===== config.mk =====
export PLATFORM = sky130hd
export DESIGN_NAME = axi4_lite_write_master
export DESIGN_NICKNAME = d
export VERILOG_FILES = /design/src/rtl/axi4_lite_write_master.sv
export SDC_FILE = /design/constraint.sdc
export NUM_CORES = 1
export LEC_CHECK = 0
export BUFFER_PORTS_ARGS = -buffer_cell sky130_fd_sc_hd__buf_2
export CAP_MARGIN = 20
export CORE_AREA = 2 2 84 86
export CTS_BUF_LIST = sky130_fd_sc_hd__clkbuf_8 sky130_fd_sc_hd__clkbuf_16
export CTS_CLUSTER_DIAMETER = 30
export DETAILED_ROUTE_END_ITERATION = 16
export DIE_AREA = 0 0 86 88
export GPL_TIMING_DRIVEN = 0
export PLACE_DENSITY = 0.79
export SYNTH_ARGS = -nofsm -noshare
export SYNTH_HDL_FRONTEND = slang
export SYNTH_SLANG_ARGS = --single-unit
export TNS_END_PERCENT = 30

===== constraint.sdc =====
create_clock -name clk -period 2.6 [get_ports clk]
set_input_delay 0 -clock clk [delete_from_list [all_inputs] [get_ports clk]]
set_output_delay 0 -clock clk [all_outputs]
set_load 0.05 [all_outputs]

===== src/rtl/axi4_lite_write_master.sv =====
// Single-beat AXI4-Lite write master: accepts one command, drives AW/W independently, waits for B.
// Optional per-transaction abort timer enabled by defining AXI_WR_TIMEOUT_EN.
module axi4_lite_write_master #(
    parameter int ADDR_WIDTH     = 32,
    parameter int DATA_WIDTH     = 32,
    parameter int TIMEOUT_CYCLES = 256
) (
    input  logic                  clk,
    input  logic                  resetn,
    input  logic                  cmd_valid,
    output logic                  cmd_ready,
    input  logic [ADDR_WIDTH-1:0] cmd_addr,
    input  logic [DATA_WIDTH-1:0] cmd_data,
    input  logic [3:0]            cmd_strb,
    output logic                  busy,
    output logic                  done,
    output logic [1:0]            done_resp,
    output logic [ADDR_WIDTH-1:0] AW_ADDR,
    output logic                  AW_VALID,
    input  logic                  AW_READY,
    output logic [DATA_WIDTH-1:0] W_DATA,
    output logic [3:0]            WSTRB,
    output logic                  W_VALID,
    input  logic                  W_READY,
    input  logic [1:0]            B_RESP,
    input  logic                  B_VALID,
    output logic                  B_READY
);

    typedef enum logic [1:0] {IDLE, SEND, RESP} state_t;

    state_t     state_q, state_d;
    logic       aw_valid_d, w_valid_d, done_d, load;
    logic [1:0] done_resp_d;

`ifdef AXI_WR_TIMEOUT_EN
    localparam int CNT_W = (TIMEOUT_CYCLES > 2) ? $clog2(TIMEOUT_CYCLES) : 1;
    localparam logic [CNT_W-1:0] CNT_LAST = CNT_W'(TIMEOUT_CYCLES - 1);
    logic [CNT_W-1:0] cnt_q, cnt_d;
`endif

    assign cmd_ready = (state_q == IDLE);
    assign busy      = (state_q != IDLE);
    assign B_READY   = (state_q == RESP);

    always_comb begin
        // NOTE: every signal gets a default before the case so no path can infer a latch.
        state_d     = state_q;
        aw_valid_d  = AW_VALID;
        w_valid_d   = W_VALID;
        done_d      = 1'b0;
        done_resp_d = done_resp;
        load        = 1'b0;
`ifdef AXI_WR_TIMEOUT_EN
        cnt_d       = cnt_q;
`endif
        case (state_q)
            IDLE: begin
                if (cmd_valid) begin
                    load       = 1'b1;
                    aw_valid_d = 1'b1;
                    w_valid_d  = 1'b1;
                    state_d    = SEND;
`ifdef AXI_WR_TIMEOUT_EN
                    cnt_d      = '0;
`endif
                end
            end
            SEND: begin
                if (AW_VALID && AW_READY) aw_valid_d = 1'b0;
                if (W_VALID && W_READY)   w_valid_d  = 1'b0;
                // Both channels are finished exactly when neither VALID survives this edge.
                if (!aw_valid_d && !w_valid_d) state_d = RESP;
            end
            RESP: begin
                if (B_VALID) begin
                    state_d     = IDLE;
                    done_d      = 1'b1;
                    done_resp_d = B_RESP;
                end
            end
            default: state_d = IDLE;
        endcase
`ifdef AXI_WR_TIMEOUT_EN
        // Abort on the edge where the counter becomes TIMEOUT_CYCLES-1, unless B completes on it.
        if (state_q != IDLE) begin
            cnt_d = cnt_q + 1'b1;
            if (cnt_d == CNT_LAST && !done_d) begin
                state_d     = IDLE;
                aw_valid_d  = 1'b0;
                w_valid_d   = 1'b0;
                done_d      = 1'b1;
                done_resp_d = 2'b10;
            end
        end
`endif
    end

    // NOTE: sequential state uses non-blocking assignments so all registers update together.
    always_ff @(posedge clk or negedge resetn) begin
        if (!resetn) begin
            state_q   <= IDLE;
            AW_VALID  <= 1'b0;
            W_VALID   <= 1'b0;
            done      <= 1'b0;
            done_resp <= 2'b00;
            AW_ADDR   <= '0;
            W_DATA    <= '0;
            WSTRB     <= 4'h0;
        end else begin
            state_q   <= state_d;
            AW_VALID  <= aw_valid_d;
            W_VALID   <= w_valid_d;
            done      <= done_d;
            done_resp <= done_resp_d;
            if (load) begin
                AW_ADDR <= cmd_addr;
                W_DATA  <= cmd_data;
                WSTRB   <= cmd_strb;
            end
        end
    end

`ifdef AXI_WR_TIMEOUT_EN
    always_ff @(posedge clk or negedge resetn) begin
        if (!resetn) cnt_q <= '0;
        else         cnt_q <= cnt_d;
    end
`endif

endmodule


; ---- After elaboration in Yosys (flattened, before gate mapping)
; Index checks and enable logic that the tools add are counted.
[classes]
eq_ne = 5
n_mux = 15
reduce_logical = 11
[ops]
columns = cell, count
row1 = $mux 1, 9
row2 = $mux 2, 3
row3 = $ne 2x2->1 const B, 3
row4 = $pmux 2 s3, 1
row5 = $pmux 1 s2, 2
row6 = $reduce_and 2->1, 2
row7 = $reduce_bool 2->1, 2
row8 = $logic_and 1x1->1, 3
row9 = $reduce_and 3->1, 1
row10 = $eq 2x1->1 const B, 1
row11 = $eq 2x2->1 const B, 1
row12 = $logic_not 1->1, 2
row13 = $logic_not 2->1, 1
[word_totals]
reg_bits = 75
output_inout_bits = 76
in_bits = 76
wordCells = 39

; ---- Logic depth before layout (Yosys ltp)
; Gate-level depths: netlist (run 1).
[depth]
depth_word = 7
mapped_depth = 7
mapped_depth_nobuf = 4

; ---- Least setup slack after synthesis (run 1)
; No wires, ideal clock.
[synth_path]
path_kind = reg-to-reg
from = reg state_q[1]
to = reg AW_ADDR[0]
arrival_ns = 1.813
required_ns = 2.475
setup_ns = 0.125
stages_incl_launch_ff = 8
n_path_buf = 3
setup_slack_ns = 0.662
path_cell_list = dfrtp_1 or2_4 inv_2 and2_4 buf_6 buf_6 buf_12 mux2_4
[synth_between]
elab_chain_len = 2
[synth_rtl]
columns = item, line
row1 = "start, declared", 32  ; state_t state_q, state_d;
row2 = "start signal, assigned", 111  ; state_q <= state_d;
row3 = $logic_not 2->1, -
row4 = named net cmd_ready, 11  ; output logic cmd_ready,
row5 = $mux 1, 57  ; case (state_q)
row6 = "end signal, assigned", 117  ; AW_ADDR <= cmd_addr;
row7 = "end, declared", 18  ; output logic [ADDR_WIDTH-1:0] AW_ADDR,
; The timed path passes the listed nets, and every way through them passes these cells.
; A chain may end at the register's enable or synchronous reset.

; ---- Worst setup path in the final report (run 1)
[layout_path]
from = reg state_q[1]
to = reg AW_ADDR[0]
[layout_between]
elab_chain_len = 2
[layout_rtl]
columns = item, line
row1 = $logic_not 2->1, 57
row2 = $mux 1, 57
; Every way passes these cells.

==> results of run 1 <==
==> layer usage <==
layer	share of wire, %	routed length (µm)
met5	0	0
met4	2.0	155
met3	6.3	481
met2	54	4120
met1	37	2830
==> kinds of logic after synthesis <==
group                  Yosys count  share of synthesized area [%]
AOI/OAI and AO/OA                6                           1.14
buffers and inverters           12                           3.65
DFF                             75                           63.6
muxes                           70                           29.2
and+or+nand+nor                 12                           2.37
==> synth_stat cells <==
master / n
dfrtp_1: 75
mux2_2: 50
mux2_4: 20
o21ai_0: 5
buf_4: 4
inv_1: 3
nand2b_1: 3
nor2_1: 3
buf_12: 2
buf_6: 2
a311oi_1: 1
and2_4: 1
and2b_1: 1
inv_2: 1
nand2_1: 1
nand3_1: 1
nor2b_1: 1
or2_4: 1
==> state kept, by name, indices dropped and copies added, names as in the netlist <==
| name | cells |
|---|---|
| state_q | 2 |
| W_DATA | 32 |
| W_VALID | 1 |
| AW_VALID | 1 |
| AW_ADDR | 32 |
| done | 1 |
| done_resp | 2 |
| WSTRB | 4 |
==> per-stage QoR <==
step / cell area (µm²) / utilization, % / instances
detailed placement: 3810 / 57.3 / 406
global route: 4810 / 72.4 / 498
floorplan: 2950 / - / 175
CTS: 4810 / 72.4 / 498
finish: 4810 / 72.4 / 498
global placement: 3810 / 57.3 / 406
==> what timing repair did <==
item                      4_1_cts  5_1_grt
gates resized for setup         0        0
hold buffers                   76        0
hold endpoints to repair      150        0
==> worst register-to-register path, cell delays in order, from the launching register on <==
cell and delay (ps):
dfrtp_1 450, or2_4 280, inv_2 50, and2_4 130, buf_6 110, buf_6 170, buf_12 160, mux2_4 310
==> path summary, 6_finish.rpt <==
kind	from	endpoint	slack, ps
max	state_q[1]$_DFFE_PN0P_	AW_ADDR[0]$_DFFE_PN0P_	820
min in group clk	cmd_addr[28]	AW_ADDR[28]$_DFFE_PN0P_	430
max in group asynchronous	resetn	W_DATA[19]$_DFFE_PN0P_	1650
max reg2reg	state_q[1]$_DFFE_PN0P_	AW_ADDR[0]$_DFFE_PN0P_	820
min reg2reg	AW_ADDR[7]$_DFFE_PN0P_	AW_ADDR[7]$_DFFE_PN0P_	500
min	resetn	W_DATA[30]$_DFFE_PN0P_	360
==> layout make-up <==
class                           instances  area share (%)
Clock inverter                          6            2.18
Tap cell                               80            2.08
Inverter                                4           0.312
Sequential cell                        75            39.0
Timing Repair Buffer                  227            31.6
Clock buffer                           10            2.86
Buffer                                  8            1.92
Multi-Input combinational cell         88            20.1
==> flow_summary.json, run 1 <==
{
  "status": "complete, no violations",
  "die_height_um": 88,
  "via_per_inst": 4.67,
  "cp.depth": 7,
  "critPathBufInv": 4,
  "totalNegativeSetupSlack_ps": 0,
  "slew_viol_final": 0,
  "cpMostUsedCell": "buf_6",
  "yosysWarnings": 0,
  "start_util_pct": 44.4,
  "num_rows": 30,
  "reg2reg_depth": 7,
  "overflow": 0,
  "crit_arrival_ps": 1990,
  "multi_input_area_um2": 967,
  "grt_use_total_pct": 20.6,
  "io_pins": 152,
  "ys_ff_latch": 75,
  "via_count": 2326,
  "post_cts_buffers": 0,
  "dr.pass1.iters": 6,
  "period_share_pct": 68.4,
  "dp_hpwl_um": 4450,
  "yosysUniqueCellTypes": 18,
  "whs_ps": 363,
  "critical-path-top-delay-family": "buffers and inverters",
  "dieArea_um2": 7570,
  "antenna_left": 0,
  "clockBufferDepth": 2,
  "worst_slack_ps": 820,
  "cts_tree": "built",
  "drive_above_1_share_pct": 58.9,
  "seqCellArea_um2": 1880,
  "clock_sinks": 75,
  "cts_made_buffers": 9,
  "num_antenna_cells": 0,
  "gp_congestion": 0.722,
  "busiest_layer": "met2",
  "final_common_cell": "buf_2",
  "cp-start-kind": "flop",
  "fin_skew_ps": 6.90,
  "fill_cells": 440,
  "cp.required_ps": 2810,
  "post-place-ws_ps": 840,
  "hold_class": "in2async",
  "crit_chain": "or2_4 > inv_2 > and2_4 > buf_6 > buf_6 > buf_12 > mux2_4",
  "fin_crit_ps": 1780,
  "grt_pass1_vias": 2578,
  "grt_pass1_wl_um": 12000,
  "synth_top_area_cell": "dfrtp_1",
  "core_area_um2": 6640,
  "synth_top_area_share_pct": 63.6,
  "grt_max_degree": 76,
  "max-slew-margin-rel_pct": 38.2,
  "final_cell_mix": "150 x buf_2, 76 x dlygate4sd3_1, 75 x dfrtp_1",
  "drt_iter0_drc": 52,
  "antenna_found_initial": 0,
  "fmax_ghz": 0.562,
  "timing.max_cap.violations": 0,
  "htree_num_levels": 3,
  "synth_nets": 251,
  "met2_usage_pct": 39.3,
  "portBuffers": 151,
  "cp-end-kind": "flop",
  "grt_util_met1_pct": 22.1,
  "area_growth_syn_to_layout_pct": 63.1,
  "clk_pin_slew_ps": 70,
  "hold_viol": 0,
  "crit_type": "reg2reg",
  "die_x_um": 86,
  "use_met3_pct": 4.52,
  "cp_max_fo": 10,
  "synth_area_per_cell_um2": 16.9,
  "clock_latency_ps": 330,
  "syn_inst": 175,
  "slowest_stage": "dfrtp_1",
  "root_buffer": "clkbuf_8",
  "syn-cell-area_um2": 2950,
  "ys_seq_area_share_pct": 63.6,
  "synthTopCellsByArea": "dfrtp_1 64%, mux2_2 19%, mux2_4 10%",
  "nets": 489,
  "worst_pin_slew_ps": 927,
  "max_stage_delay_ps": 450,
  "routed_wl_um": 7590,
  "setup_viol_count_final": 0,
  "wl_per_cell_um": 15.2,
  "remaining_drc_errors": 0,
  "rsz0062_at_grt": "no"
}
Power of run 1 is not shown: default switching activity piles up to over one toggle a cycle in this logic, so the estimate is an artifact.
==> run 2, diff against run 1 <==
ABC_AREA = 1   (was unset)
CORE_AREA = 2 2 88 90   (was 2 2 84 86)
DIE_AREA = 0 0 90 92   (was 0 0 86 88)
PLACE_DENSITY = 0.74   (was 0.79)
clock period = 1.6 ns   (was 2.6 ns; I/O delays follow)
==> run 2 against run 1 <==
Net effect:
- via count is 30% higher
- largest cell class unchanged
- routed wire length is 11% higher
- sequential cell count stayed put
==> flow_summary.json, run 2 <==
{
  "status": "complete, no violations",
  "clock_sinks": 75,
  "cp_max_fo": 4,
  "slew_viol_final": 0,
  "fin_crit_ps": 1520,
  "synth_top_area_share_pct": 65.4,
  "timing.rr.start": "state_q[1]$_DFFE_PN0P_",
  "die_x_um": 90,
  "seqCellArea_um2": 1880,
  "cts_made_buffers": 9,
  "max_stage_delay_ps": 560,
  "core_area_um2": 7450,
  "io_pins": 152,
  "synth_area_per_cell_um2": 8.77,
  "hold_viol": 0,
  "via_count": 3013,
  "yosysUniqueCellTypes": 12,
  "cp-start-kind": "flop",
  "worstSetupStartpoint": "state_q[1]$_DFFE_PN0P_",
  "dieArea_um2": 8280,
  "grt_use_total_pct": 21.2,
  "reg_top3": "AW_ADDR (32), W_DATA (32), WSTRB (4)",
  "grt_max_degree": 64,
  "endpoint": "done_resp[0]$_DFFE_PN0P_",
  "final_cell_mix": "217 x nand2_1, 162 x buf_2, 76 x dlygate4sd3_1",
  "via_per_inst": 4.46,
  "yosysWarnings": 0,
  "async_flop_share_pct": 100,
  "gp_congestion": 0.694,
  "ys_seq_area_share_pct": 65.4,
  "wl_per_cell_um": 12.5,
  "cpMostUsedCell": "nand2_1",
  "synthMuxAreaShare_pct": 0,
  "hold_class": "in2async",
  "period_share_pct": 94.8,
  "rrSetupSlack_ps": 80,
  "die_height_um": 92,
  "crit_arrival_ps": 1730,
  "whs_ps": 56.9,
  "worst_pin_slew_ps": 310,
  "grt_pass1_vias": 3112,
  "design_area_um2": 4840,
  "num_antenna_cells": 0,
  "yosys.area_share.adder_pct": 0,
  "slowest_stage": "dlygate4sd3_1",
  "yosysMostFrequentCell": "nand2_1",
  "synth_top_area_cell": "dfrtp_1",
  "fin_skew_ps": 14.1,
  "syn_inst": 327,
  "remaining_drc_errors": 0,
  "overflow": 0,
  "max-slew-margin-rel_pct": 79.3,
  "synth_top_family_by_area": "simple AND/OR/NAND/NOR gates",
  "ir_worst_vdd_mv": 1.15,
  "cp.required_ps": 1810,
  "htree_num_levels": 3,
  "crit_chain": "inv_2 > nor2_2 > nand2_2 > nand2_1 > nand2_1 > dlygate4sd3_1",
  "clk_pin_slew_ps": 80,
  "power_leakage_nw": 2.79,
  "root_buffer": "clkbuf_8",
  "dp_hpwl_um": 5280,
  "critical-path-top-delay-family": "buffers and inverters",
  "antenna_left": 0,
  "routed_wl_um": 8440,
  "synthTopCellsByArea": "dfrtp_1 65%, nand2_1 29%, buf_2 2.1%",
  "synth_compound_area_share_pct": 0.349,
  "dr.pass1.iters": 4,
  "synthTopCellsByCount": "218 x nand2_1, 75 x dfrtp_1, 12 x buf_2",
  "place_area_um2": 3780,
  "fmax_ghz": 0.659,
  "final_util_pct": 65.0,
  "antenna_found_initial": 0,
  "portBuffers": 151,
  "cts_tree": "built",
  "reg2reg_depth": 6,
  "synth_edf_count": 0,
  "final_common_cell": "nand2_1",
  "synthXorXnorAreaFrac_pct": 0,
  "setup_viol_count_final": 0,
  "drt_iter0_drc": 98,
  "cp-end-kind": "flop",
  "clockBufferDepth": 2,
  "reg2reg_to": "done_resp[0]$_DFFE_PN0P_",
  "crit_type": "reg2reg",
  "ys_ff_latch": 75,
  "clock_latency_ps": 330,
  "start_util_pct": 38.5,
  "synth_nets": 403,
  "grt_pass1_wl_um": 14100,
  "timing.max_cap.violations": 0,
  "powerDensity_nw_per_um2": 2400,
  "area_growth_syn_to_layout_pct": 68.6,
  "nets": 644,
  "cp.depth": 6,
  "num_rows": 32,
  "yosys.area_share.simple_pct": 30.2,
  "drive_above_1_share_pct": 33.3,
  "syn-cell-area_um2": 2870,
  "critPathBufInv": 2,
  "multi_input_area_um2": 881,
  "totalNegativeSetupSlack_ps": 0,
  "synth_flop_cell": "dfrtp_1",
  "fill_cells": 605
}
==> run 2: cell count changes after synthesis, moves of 4 or more <==
cell     delta
nand2_1   +217
mux2_2     -50
mux2_4     -20
buf_2      +12
o21ai_0     -5
buf_4       -4
==> run 2: area by class of cell <==
cell class	instances	share of cell area, %
Clock inverter	5	2.56
Multi-Input combinational cell	229	18.2
Timing Repair Buffer	230	32.3
Clock buffer	11	3.13
Inverter	9	0.698
Tap cell	102	2.64
Buffer	14	1.71
Sequential cell	75	38.8
==> run 2: per-layer routing <==
metal / part of all wire, % / track usage, % / vias up
met4: 2.3 / 7.69 / 0
met3: 5.1 / 4.35 / 18
li1: - / - / 1460
met5: 0 / 0 / -
met1: 41 / 25.0 / 1413
met2: 51 / 38.4 / 122
==> run 2: kinds of logic (layout without fill, tap and decap cells) <==
family	after synthesis	count (layout)
simple gates	227	227
compound gates	2	2
flops	75	75
buf+inv	23	269
==> run 2: power by group <==
part	switching [mW]	internal, mW	total [mW]
registers	0.497	2.80	3.30
clock network	0.649	1.27	1.92
logic	4.91	1.47	6.38
==> run 2: how the worst min path moves through the flow <==
stage	endpoint	slack [ps]	startpoint
after floorplan	AW_ADDR[0]$_DFFE_PN0P_	-300	resetn
after global routing	AW_ADDR[6]$_DFFE_PN0P_	60	resetn
final	AW_ADDR[6]$_DFFE_PN0P_	60	resetn
after global placement	WSTRB[3]$_DFFE_PN0P_	200	cmd_strb[3]
after detailed placement	AW_ADDR[6]$_DFFE_PN0P_	-130	resetn
after CTS	state_q[1]$_DFFE_PN0P_	30	cmd_valid
==> run 2: per-stage QoR <==
step / std cells / setup slack, ps / power (mW)
after global placement: 580 / 83.3 / 9.31
after detailed placement: 581 / 130 / 9.47
after global routing: 675 / -6.67 / 12.3
final: 675 / 83.7 / 11.6
after floorplan: 327 / 43.0 / 7.90
after CTS: 673 / 85.4 / 11.6
==> run 2: timing repair <==
action                                  4_1_cts  5_1_grt
hold buffers                                 76        0
endpoints found under the hold margin       149        0
endpoints found under the setup margin        0        5
resized for setup                             0        3
setup buffers                                 0        2
No activity file was read; power rests on OpenSTA's default activity.
